<file path="config.mk">
export PLATFORM = sky130hd
export DESIGN_NAME = funnel_fanout_buffered_flat
export DESIGN_NICKNAME = d
export VERILOG_FILES = /design/src/rtl/funnel_fanout_buffered_if.sv /design/src/rtl/funnel_fanout_buffered.sv /design/src/flat_wrapper.sv
export SDC_FILE = /design/constraint.sdc
export NUM_CORES = 1
export LEC_CHECK = 0
export BUFFER_PORTS_ARGS = -buffer_cell sky130_fd_sc_hd__buf_2
export CAP_MARGIN = 20
export CORE_ASPECT_RATIO = 1.4
export CORE_MARGIN = 3
export CORE_UTILIZATION = 45
export CTS_BUF_LIST = sky130_fd_sc_hd__clkbuf_8
export DETAILED_ROUTE_END_ITERATION = 8
export PLACE_DENSITY = 0.71
export SLEW_MARGIN = 20
export SYNTH_ARGS = -nofsm -noshare
export SYNTH_HDL_FRONTEND = slang
export SYNTH_SLANG_ARGS = --single-unit
</file>
<file path="constraint.sdc">
create_clock -name CLK -period 7 [get_ports CLK]
set_clock_uncertainty 0.1 [all_clocks]
set_input_delay 0.35 -clock CLK [delete_from_list [all_inputs] [get_ports CLK]]
set_output_delay 0.35 -clock CLK [all_outputs]
set_load 0.1 [all_outputs]
</file>
<file path="src/rtl/funnel_fanout_buffered_if.sv">
`default_nettype none
// ============================================================================
//  Module      : funnel_fanout_buffered_if
//  Description : Handshake bundle for funnel_fanout_buffered. It carries one
//                tagged input pipe, FANOUT_WIDTH output lanes and the drop
//                pulse. The master side is the producer/consumer environment.
//                The slave side is the fan-out block.
//  Revision    : 1.0 - initial release
// ============================================================================
interface funnel_fanout_buffered_if #(
  parameter int DATA_WIDTH   = 32,
  parameter int FANOUT_WIDTH = 4,
  parameter int TAG_WIDTH    = 8
);
  logic                               in_enq__ENA;
  logic [TAG_WIDTH+DATA_WIDTH-1:0]    in_enq_v;
  logic                               in_enq__RDY;
  logic [FANOUT_WIDTH-1:0]            out_enq__ENA;
  logic [FANOUT_WIDTH*DATA_WIDTH-1:0] out_enq_v;
  logic [FANOUT_WIDTH-1:0]            out_enq__RDY;
  logic                               err_drop;

  modport master (
    output in_enq__ENA, in_enq_v, out_enq__RDY,
    input  in_enq__RDY, out_enq__ENA, out_enq_v, err_drop
  );

  modport slave (
    input  in_enq__ENA, in_enq_v, out_enq__RDY,
    output in_enq__RDY, out_enq__ENA, out_enq_v, err_drop
  );
endinterface
`default_nettype wire

</file>
<file path="src/rtl/funnel_fanout_buffered.sv">
`default_nettype none
// ============================================================================
//  Module      : funnel_fanout_buffered
//  Description : Splits one tagged input pipe across FANOUT_WIDTH output
//                lanes. A single hold register feeds one private FIFO per
//                lane, so each lane drains independently. Beats whose tag has
//                no lane are dropped, and err_drop pulses for each drop.
//                Optional macro FUNNEL_FANOUT_BROADCAST_EN: an all-ones tag
//                pushes the beat into every lane in the same cycle.
//  Revision    : 1.0 - initial release
// ============================================================================
module funnel_fanout_buffered #(
  parameter int DATA_WIDTH   = 32,
  parameter int FANOUT_WIDTH = 4,
  parameter int TAG_WIDTH    = 8,
  parameter int DEPTH        = 2
) (
  input  logic                    CLK,
  input  logic                    nRST,
  funnel_fanout_buffered_if.slave bus
);

  localparam int ADDR_W = $clog2(DEPTH);
  localparam int PTR_W  = ADDR_W + 1;

  logic                    hold_valid;
  logic [TAG_WIDTH-1:0]    hold_tag;
  logic [DATA_WIDTH-1:0]   hold_data;

  logic [FANOUT_WIDTH-1:0] tag_onehot;
  logic [FANOUT_WIDTH-1:0] lane_full;
  logic [FANOUT_WIDTH-1:0] lane_empty;
  logic [FANOUT_WIDTH-1:0] lane_push;
  logic [FANOUT_WIDTH-1:0] lane_pop;
  logic [DATA_WIDTH-1:0]   lane_head [FANOUT_WIDTH];
  logic [FANOUT_WIDTH*DATA_WIDTH-1:0] out_data;

  logic tag_bad;
  logic tag_lane_full;
  logic hold_move;
  logic drop;
  logic in_rdy;

  // Decode the held tag to a lane select; out-of-range tags decode to zero
  always_comb begin
    tag_onehot = '0;
    for (int i = 0; i < FANOUT_WIDTH; i++) begin
      tag_onehot[i] = (hold_tag == TAG_WIDTH'(i));
    end
  end

  assign tag_bad       = (hold_tag >= TAG_WIDTH'(FANOUT_WIDTH));
  assign tag_lane_full = |(lane_full & tag_onehot);

`ifdef FUNNEL_FANOUT_BROADCAST_EN
  logic bcast;
  assign bcast = (hold_tag == {TAG_WIDTH{1'b1}});

  // Dispatch: a broadcast waits for every lane to have room
  always_comb begin
    hold_move = 1'b0;
    lane_push = '0;
    drop      = 1'b0;
    if (hold_valid) begin
      if (bcast) begin
        hold_move = ~|lane_full;
        lane_push = {FANOUT_WIDTH{hold_move}};
      end else if (tag_bad) begin
        hold_move = 1'b1;
        drop      = 1'b1;
      end else begin
        hold_move = !tag_lane_full;
        lane_push = hold_move ? tag_onehot : '0;
      end
    end
  end
`else
  // Dispatch: a good tag waits for its lane, a bad tag is dropped at once
  always_comb begin
    hold_move = 1'b0;
    lane_push = '0;
    drop      = 1'b0;
    if (hold_valid) begin
      if (tag_bad) begin
        hold_move = 1'b1;
        drop      = 1'b1;
      end else begin
        hold_move = !tag_lane_full;
        lane_push = hold_move ? tag_onehot : '0;
      end
    end
  end
`endif

  // The input is ready when the hold register is free or is leaving this cycle
  assign in_rdy = !hold_valid || hold_move;

  // Hold register: reload on accept, otherwise drain on move
  always_ff @(posedge CLK or negedge nRST) begin
    if (!nRST) begin
      hold_valid <= 1'b0;
      hold_tag   <= '0;
      hold_data  <= '0;
    end else if (bus.in_enq__ENA && in_rdy) begin
      hold_valid <= 1'b1;
      hold_tag   <= bus.in_enq_v[TAG_WIDTH+DATA_WIDTH-1 -: TAG_WIDTH];
      hold_data  <= bus.in_enq_v[DATA_WIDTH-1:0];
    end else if (hold_move) begin
      hold_valid <= 1'b0;
    end
  end

  generate
    for (genvar i = 0; i < FANOUT_WIDTH; i++) begin : g_lane
      logic [DATA_WIDTH-1:0] mem [DEPTH];
      logic [PTR_W-1:0]      wr_ptr;
      logic [PTR_W-1:0]      rd_ptr;

      // The pointers carry one extra wrap bit so full and empty can be told apart
      assign lane_empty[i] = (wr_ptr == rd_ptr);
      assign lane_full[i]  = ((wr_ptr ^ rd_ptr) == {1'b1, {ADDR_W{1'b0}}});
      assign lane_pop[i]   = !lane_empty[i] && bus.out_enq__RDY[i];
      assign lane_head[i]  = mem[rd_ptr[ADDR_W-1:0]];

      // Advance the pointers. Push is already gated by full, so there is no bypass
      always_ff @(posedge CLK or negedge nRST) begin
        if (!nRST) begin
          wr_ptr <= '0;
          rd_ptr <= '0;
        end else begin
          if (lane_push[i]) wr_ptr <= wr_ptr + PTR_W'(1);
          if (lane_pop[i])  rd_ptr <= rd_ptr + PTR_W'(1);
        end
      end

      // Storage write, payload only
      always_ff @(posedge CLK) begin
        if (lane_push[i]) mem[wr_ptr[ADDR_W-1:0]] <= hold_data;
      end
    end
  endgenerate

  // Pack the lane heads onto the flat output bus
  always_comb begin
    out_data = '0;
    for (int i = 0; i < FANOUT_WIDTH; i++) begin
      out_data[i*DATA_WIDTH +: DATA_WIDTH] = lane_head[i];
    end
  end

  assign bus.in_enq__RDY  = in_rdy;
  assign bus.out_enq__ENA = lane_pop;
  assign bus.out_enq_v    = out_data;
  assign bus.err_drop     = drop;

endmodule
`default_nettype wire

</file>
<file path="src/flat_wrapper.sv">
// flat-port wrapper written by rule: the top's interface ports become plain ports
module funnel_fanout_buffered_flat 
#(
  parameter int DATA_WIDTH   = 32,
  parameter int FANOUT_WIDTH = 4,
  parameter int TAG_WIDTH    = 8,
  parameter int DEPTH        = 2
)
  (CLK, nRST, bus_in_enq__ENA, bus_in_enq_v, bus_out_enq__RDY, bus_in_enq__RDY, bus_out_enq__ENA, bus_out_enq_v, bus_err_drop);
  funnel_fanout_buffered_if #(.DATA_WIDTH(DATA_WIDTH), .FANOUT_WIDTH(FANOUT_WIDTH), .TAG_WIDTH(TAG_WIDTH)) bus_i ();
  input  logic CLK;
  input  logic nRST;
  input wire logic [$bits(bus_i.in_enq__ENA)-1:0] bus_in_enq__ENA;
  input wire logic [$bits(bus_i.in_enq_v)-1:0] bus_in_enq_v;
  input wire logic [$bits(bus_i.out_enq__RDY)-1:0] bus_out_enq__RDY;
  output wire logic [$bits(bus_i.in_enq__RDY)-1:0] bus_in_enq__RDY;
  output wire logic [$bits(bus_i.out_enq__ENA)-1:0] bus_out_enq__ENA;
  output wire logic [$bits(bus_i.out_enq_v)-1:0] bus_out_enq_v;
  output wire logic [$bits(bus_i.err_drop)-1:0] bus_err_drop;
  assign bus_i.in_enq__ENA = bus_in_enq__ENA;
  assign bus_i.in_enq_v = bus_in_enq_v;
  assign bus_i.out_enq__RDY = bus_out_enq__RDY;
  assign bus_in_enq__RDY = bus_i.in_enq__RDY;
  assign bus_out_enq__ENA = bus_i.out_enq__ENA;
  assign bus_out_enq_v = bus_i.out_enq_v;
  assign bus_err_drop = bus_i.err_drop;
  funnel_fanout_buffered #(.DATA_WIDTH(DATA_WIDTH), .FANOUT_WIDTH(FANOUT_WIDTH), .TAG_WIDTH(TAG_WIDTH), .DEPTH(DEPTH)) u_core (.CLK(CLK), .nRST(nRST), .bus(bus_i));
endmodule
</file>
==> reports/results.ini, run 1 <==
[pwr]
p_comb_share_pct = 37.9
vdd.ir_drop.worst_uv = 299.7
p_leak_nw = 5.399
intPower_mw = 3.377
switchingPower_mw = 2.696
power_density_mw_per_mm2 = 424.5
p_seq_share_pct = 39.3
sw_frac_of_total_pct = 44.39
clkPwrFrac_pct = 22.8

[floorplan]
coreArea_sq_mm = 0.02555
die-height_um = 197.3
start_util_pct = 46.05
die_x_um = 142.7
ios = 181
dieArea_sq_mm = 0.02815
rows = 69

[yosys]
synth_compound_area_share_pct = 0.6273
synth_adder_area_share_pct = 0
ys_types = 32
synth_area_sq_mm = 0.01177
synth_top_family_by_area = multiplexers
synth_top_area_share_pct = 65.33
avgSynthCellArea_sq_um = 20.18
synth-simple-area-share_pct = 2.105
async_flop_share_pct = 18.21
synth-edff-count = 256
syn_inst = 583
synth_area_leaders = edfxtp_1, mux2_2, dfrtp_1
yosys.area.top_type = edfxtp_1
synthFlopType = edfxtp_1
yosysWarnings = 0
synth_xor_area_share_pct = 1.786
muxShareOfSynthArea_pct = 16.46
syn_nets = 630
synth-seq-cells = 313
seq_area_frac_synth_pct = 77.45

[finish]
final_cells = 1185
final_cell_mix = edfxtp_1, buf_2, mux2_2, dfrtp_1, clkbuf_8
layout-drive-gt1-share_pct = 48.15
antenna_cells = 0
final_common_cell = edfxtp_1
synthToLayoutAreaGrowth_pct = 21.56
final_area_sq_mm = 0.01431
utilization_pct = 55.98
nets = 879

[timing]
hold_slack_ps = 103.7
hold_violations = 0
post-route-period-util_pct = 51.94
worstMarginPinSlew_ps = 1060
setup_viol = 0
maxSlewViolCount = 0
max_freq_mhz = 275.0
max-slew-margin-rel_pct = 29.14
rsz0062_at_grt = no
final.setup.tns_ps = 0
min_period_ps = 3636

[cts]
cts_root_buf = clkbuf_8
cts_buffer_depth = 3
numCtsBuffers = 44
cts_tree = yes
post_cts_buffers = 0
ctsResizeCount = 0
clk_pin_slew_ps = 60
ctsHtreeMaxLevel = 2
clock_sinks = 313
clk_latency_ps = 540
hold_buffers = 41

[placed_design]
dp_hpwl_um = 15570
gp_congestion = 0.7582
dp_cells = 1063
io_buffers = 180
place_area_sq_mm = 0.01299

[global_routing]
gr-total-overflow = 0
grt_pass1_wl_um = 36800
grt_max_degree = 58
grt_usage_pct = 17.39
first_global_vias = 6211
antenna_found_initial = 0

[route]
ant_nets = 0
drtPass1Iterations = 4
detail_route.iter0.violations = 369
drc = 0
wl_per_cell_um = 20.77
via_per_inst = 5.003
vias = 5929
finalWirelength_um = 24610

[flow_run]
maxCapViolCount = 0

[critical_path]
cp-end-kind = flip-flop
crit_type = flip-flop to flip-flop
crit_fanout = 35
required_ps = 7050
cp-start-kind = flip-flop
crit_arrival_ps = 3680

[outcome]
status = finished clean

[worst_hold_path]
holdCritPathClass = input pin to flip-flop

metrics by stage:
step	worst slack, ps	power (mW)
2_1_floorplan	3401	4.356
3_5_place_dp	3332	4.728
3_3_place_gp	3400	4.716
5_1_grt	3095	6.271
6_report	3364	6.073
4_1_cts	3328	6.135
sequential cells by signal, indices dropped and copies added (netlist names):
name / count
u_core.hold_data: 32
u_core.g_lane.rd_ptr: 8
u_core.hold_valid: 1
u_core.g_lane.mem: 256
u_core.g_lane.wr_ptr: 8
u_core.hold_tag: 8
worst max-delay path: stages, from the launching register on:
cell and delay, ps:
dfrtp_2 940, xnor2_1 180, and3b_1 250, nor4_4 560, nand4_1 370, nor2_4 830
path summary, 6_finish.rpt:
path,from,to,slack (ps),cells after the start
hold reg to reg,u_core.g_lane[2].wr_ptr[1],u_core.g_lane[2].wr_ptr[1],400,1
hold / removal,bus_in_enq__ENA,u_core.hold_tag[4],100,3
setup reg to reg,u_core.g_lane[0].rd_ptr[0],u_core.g_lane[3].mem[1][14],3360,5
max in group asynchronous,nRST,u_core.g_lane[1].rd_ptr[0],5750,3
min in group asynchronous,nRST,u_core.hold_data[15],410,3
setup / recovery,u_core.g_lane[0].rd_ptr[0],u_core.g_lane[3].mem[1][14],3360,5
synthesized netlist by cell type, types with 2 or more instances:
cell / number
edfxtp_1: 256
mux2_2: 132
dfrtp_1: 57
mux2_4: 30
xnor2_1: 19
nand2_1: 11
inv_1: 10
nor2_1: 10
buf_1: 7
clkbuf_1: 7
o22ai_1: 6
xor2_1: 5
a21boi_0: 4
nand4_1: 4
buf_12: 3
nand3_1: 3
and3_1: 2
and3b_1: 2
buf_2: 2
power by group through the flow:
stage / Combinational, mW / Clock [mW] / Sequential (mW)
floorplan: 2.15 / 0 / 2.21
global placement: 2.30 / 0 / 2.42
detailed placement: 2.30 / 0 / 2.43
CTS: 2.32 / 1.42 / 2.39
global route: 2.37 / 1.50 / 2.41
finish: 2.30 / 1.38 / 2.38
routing by layer:
metal / vias to the layer above / track usage, % / routed length (um)
li1: 2727 / - / -
met1: 2991 / 20.71 / 9426
met2: 167 / 31.13 / 13330
met3: 44 / 3.100 / 1056
met4: 0 / 6.798 / 799
met5: - / 0 / 0
layout make-up:
type	count	area, sq um
clock buffer	52	715.7
sequential	313	9119
tap	319	399.1
clock inverter	28	166.4
timing repair buffer	224	1354
fill	1982	11250
inverter	11	43.79
multi-input combinational	238	2507
cell families after synthesis:
kind of cell / after synthesis
buffers and inverters: 32
muxes: 162
xor gates and xnor gates: 24
DFF: 313
AOI/OAI and AO/OA: 11
and+or+nand+nor: 41
(Power assumes the default switching activity.)
==> run 2, diff against run 1 <==
--- a/config.mk
+++ b/config.mk
@@ -5,6 +5,7 @@
 export SDC_FILE = /design/constraint.sdc
 export NUM_CORES = 1
 export LEC_CHECK = 0
+export ABC_AREA = 1
 export BUFFER_PORTS_ARGS = -buffer_cell sky130_fd_sc_hd__buf_2
 export CAP_MARGIN = 20
 export CORE_ASPECT_RATIO = 1.4
@@ -12,7 +13,7 @@
 export CORE_UTILIZATION = 45
 export CTS_BUF_LIST = sky130_fd_sc_hd__clkbuf_8
 export DETAILED_ROUTE_END_ITERATION = 8
-export PLACE_DENSITY = 0.71
+export PLACE_DENSITY = 0.73
 export SLEW_MARGIN = 20
 export SYNTH_ARGS = -nofsm -noshare
 export SYNTH_HDL_FRONTEND = slang
==> constraint.sdc (replaced) <==
create_clock -name CLK -period 3 [get_ports CLK]
set_clock_uncertainty 0.1 [all_clocks]
set_input_delay 0.15 -clock CLK [delete_from_list [all_inputs] [get_ports CLK]]
set_output_delay 0.15 -clock CLK [all_outputs]
set_load 0.1 [all_outputs]
==> run 2 against run 1 <==
Against the previous run: utilization up 1.8 points; synthesized cell count up 73%; non-clock buffer count up 47; global-route usage up 3.1 points; cell area up 3.9%; count of clock-buffer cells in the layout down 4; wire length up 18%; worst hold slack worse by 47 ps; largest cell class unchanged; die area up 1.3%.
==> reports/results.ini, run 2 <==
[route]
vias = 8167  ; was 5929
finalWirelength_um = 29150  ; was 24610 um
via_per_inst = 4.980  ; was 5.003
wl_per_cell_um = 17.78  ; was 20.77 um
detail_route.iter0.violations = 537  ; was 369
drc = 0  ; unchanged
drtPass1Iterations = 5  ; was 4
ant_nets = 0  ; unchanged

[critical_path]
crit_arrival_ps = 2410  ; was 3680 ps
cp-end-kind = primary output  ; was flip-flop
cp-start-kind = flip-flop  ; unchanged
crit_fanout = 18  ; was 35
crit_type = flip-flop to primary output  ; was flip-flop to flip-flop
required_ps = 2750  ; was 7050 ps

[yosys]
avgSynthCellArea_sq_um = 11.80  ; was 20.18 sq um
synth_commonest_cells = nand2_1, edfxtp_1, dfrtp_1, nand3_1, nor2_1  ; was edfxtp_1, mux2_2, dfrtp_1, mux2_4, xnor2_1
synth_area_leaders = edfxtp_1, nand2_1, dfrtp_1  ; was edfxtp_1, mux2_2, dfrtp_1
synth_most_common_cell = nand2_1  ; was edfxtp_1
seq_area_frac_synth_pct = 76.39  ; was 77.45%
synthFlopType = edfxtp_1  ; unchanged
yosys.area.top_type = edfxtp_1  ; unchanged
yosysWarnings = 0  ; unchanged
synth-edff-count = 256  ; unchanged
synth_area_sq_mm = 0.01193  ; was 0.01177 sq mm
syn_nets = 1058  ; was 630
syn_inst = 1011  ; was 583
async_flop_share_pct = 18.21  ; unchanged
synth_top_area_share_pct = 64.44  ; was 65.33%
synth-seq-cells = 313  ; unchanged
ys_types = 24  ; was 32

[finish]
antenna_cells = 0  ; unchanged
final_cell_mix = nand2_1, edfxtp_1, buf_2, dlygate4sd3_1, dfrtp_1  ; was edfxtp_1, buf_2, mux2_2, dfrtp_1, clkbuf_8
largest_register_ffs = 256  ; unchanged
nets = 1333  ; was 879
utilization_pct = 57.78  ; was 55.98%
synthToLayoutAreaGrowth_pct = 24.60  ; was 21.56%
layout-drive-gt1-share_pct = 21.57  ; was 48.15%
final_common_cell = nand2_1  ; was edfxtp_1

[timing]
worstMarginPinSlew_ps = 1017  ; was 1060 ps
post-route-period-util_pct = 88.74
hold_slack_ps = 56.91  ; was 103.7 ps
maxSlewViolCount = 0  ; unchanged
max_freq_mhz = 375.7
setup_viol = 0  ; unchanged
rsz0062_at_grt = no  ; unchanged
hold_violations = 0  ; unchanged
max-slew-margin-rel_pct = 32.19  ; was 29.14%
min_period_ps = 2662

[global_routing]
antenna_found_initial = 0  ; unchanged
grt_max_degree = 42  ; was 58
gr-total-overflow = 0  ; unchanged
grt_usage_pct = 20.48  ; was 17.39%
grt_pass1_wl_um = 44030  ; was 36800 um
first_global_vias = 8010  ; was 6211

[placed_design]
io_buffers = 180  ; unchanged
gp_congestion = 0.8407  ; was 0.7582
dp_hpwl_um = 18920  ; was 15570 um

[cts]
cts_tree = yes  ; unchanged
clock_sinks = 313  ; unchanged
numCtsBuffers = 44  ; unchanged
clk_pin_slew_ps = 60  ; about the same
cts_buffer_depth = 3  ; unchanged
cts_root_buf = clkbuf_8  ; unchanged
ctsHtreeMaxLevel = 2  ; unchanged
post_cts_buffers = 0  ; unchanged
clk_latency_ps = 550  ; was 540 ps

[floorplan]
die_x_um = 143.6  ; was 142.7 um
dieArea_sq_mm = 0.02853  ; was 0.02815 sq mm
ios = 181  ; unchanged
rows = 69  ; unchanged
start_util_pct = 46.37  ; was 46.05%
coreArea_sq_mm = 0.02573  ; was 0.02555 sq mm
die-height_um = 198.7  ; was 197.3 um

[flow_run]
maxCapViolCount = 0  ; unchanged

[outcome]
status = finished clean  ; unchanged

[worst_hold_path]
holdCritPathClass = input pin to flip-flop  ; unchanged

-- run 2: cell count changes after synthesis, sizes merged, moves of 4 or more --
| cell | delta |
|---|---|
| nand2 | +514 |
| mux2 | -162 |
| nand3 | +46 |
| nor2 | +28 |
| xnor2 | -18 |
| clkbuf | +15 |
| inv | +13 |
| buf | +6 |
| o22ai | -6 |
| a21boi | -4 |
-- run 2: final cells by class --
cell class / count / area, sq um
sequential: 313 / 9115
timing repair buffer: 271 / 1739
fill: 2035 / 10860
clock inverter: 33 / 290.3
inverter: 26 / 102.6
clock buffer: 48 / 660.6
tap: 319 / 399.1
multi-input combinational: 630 / 2559
-- run 2: kinds of logic (layout without fill, tap and decap cells) --
group / count (synthesis) / in the layout / share of synthesized area [%]
AOI/OAI and AO/OA: 2 / 2 / 0.1993
buffers and inverters: 68 / 378 / 2.664
DFF: 313 / 313 / 76.39
xor gates and xnor gates: 5 / 5 / 0.3671
and+or+nand+nor: 623 / 623 / 20.38
-- run 2: final timing paths --
check	start	to	slack, ps	cells after the start
max reg2reg	u_core.g_lane[2].rd_ptr[0]	u_core.hold_data[24]	490	10
min in group asynchronous	nRST	u_core.hold_tag[1]	210	2
max in group asynchronous	nRST	u_core.hold_tag[2]	1830	3
max	u_core.g_lane[2].rd_ptr[0]	bus_in_enq__RDY	340	8
min reg2reg	u_core.hold_tag[6]	u_core.hold_tag[6]	390	2
min	bus_in_enq__ENA	u_core.hold_data[23]	60	3
-- run 2: critical path: stages, from the launching register on --
cell	delay, ps
dfrtp_2	580
nand2_1	120
nand2_1	80
nor2_1	40
nand2_1	70
nand2_1	50
nor2_1	300
or2_2	190
buf_2	420
-- run 2: per-stage QoR --
step | setup TNS (ps) | instance area, sq um | instances | worst slack, ps
6_report | 0 | 14870 | 1640 | 337.9
4_1_cts | 0 | 14870 | 1640 | 306.9
3_3_place_gp | 0 | 13290 | 1497 | 560.9
2_1_floorplan | -11370 | 11930 | 1011 | -49.08
5_1_grt | 0 | 14870 | 1640 | 158.2
3_5_place_dp | 0 | 13290 | 1497 | 534.2
-- run 2: per-layer routing --
layer  routed length, um  global-route usage, %  up-vias
met3                1614                  2.934       58
met2               15480                  36.29      283
met4                1041                  8.828        0
met5                   0                      0        -
met1               11020                  24.88     3931
li1                    -                      -     3895
-- run 2: repair_timing --
| action | CTS | global route |
|---|---|---|
| endpoints found under the hold margin | 84 | 0 |
| hold buffers | 62 | 0 |
| gates resized for setup | 0 | 0 |
Power of run 2 is not shown: default switching activity piles up to over one toggle a cycle in this logic, so the estimate is an artifact.
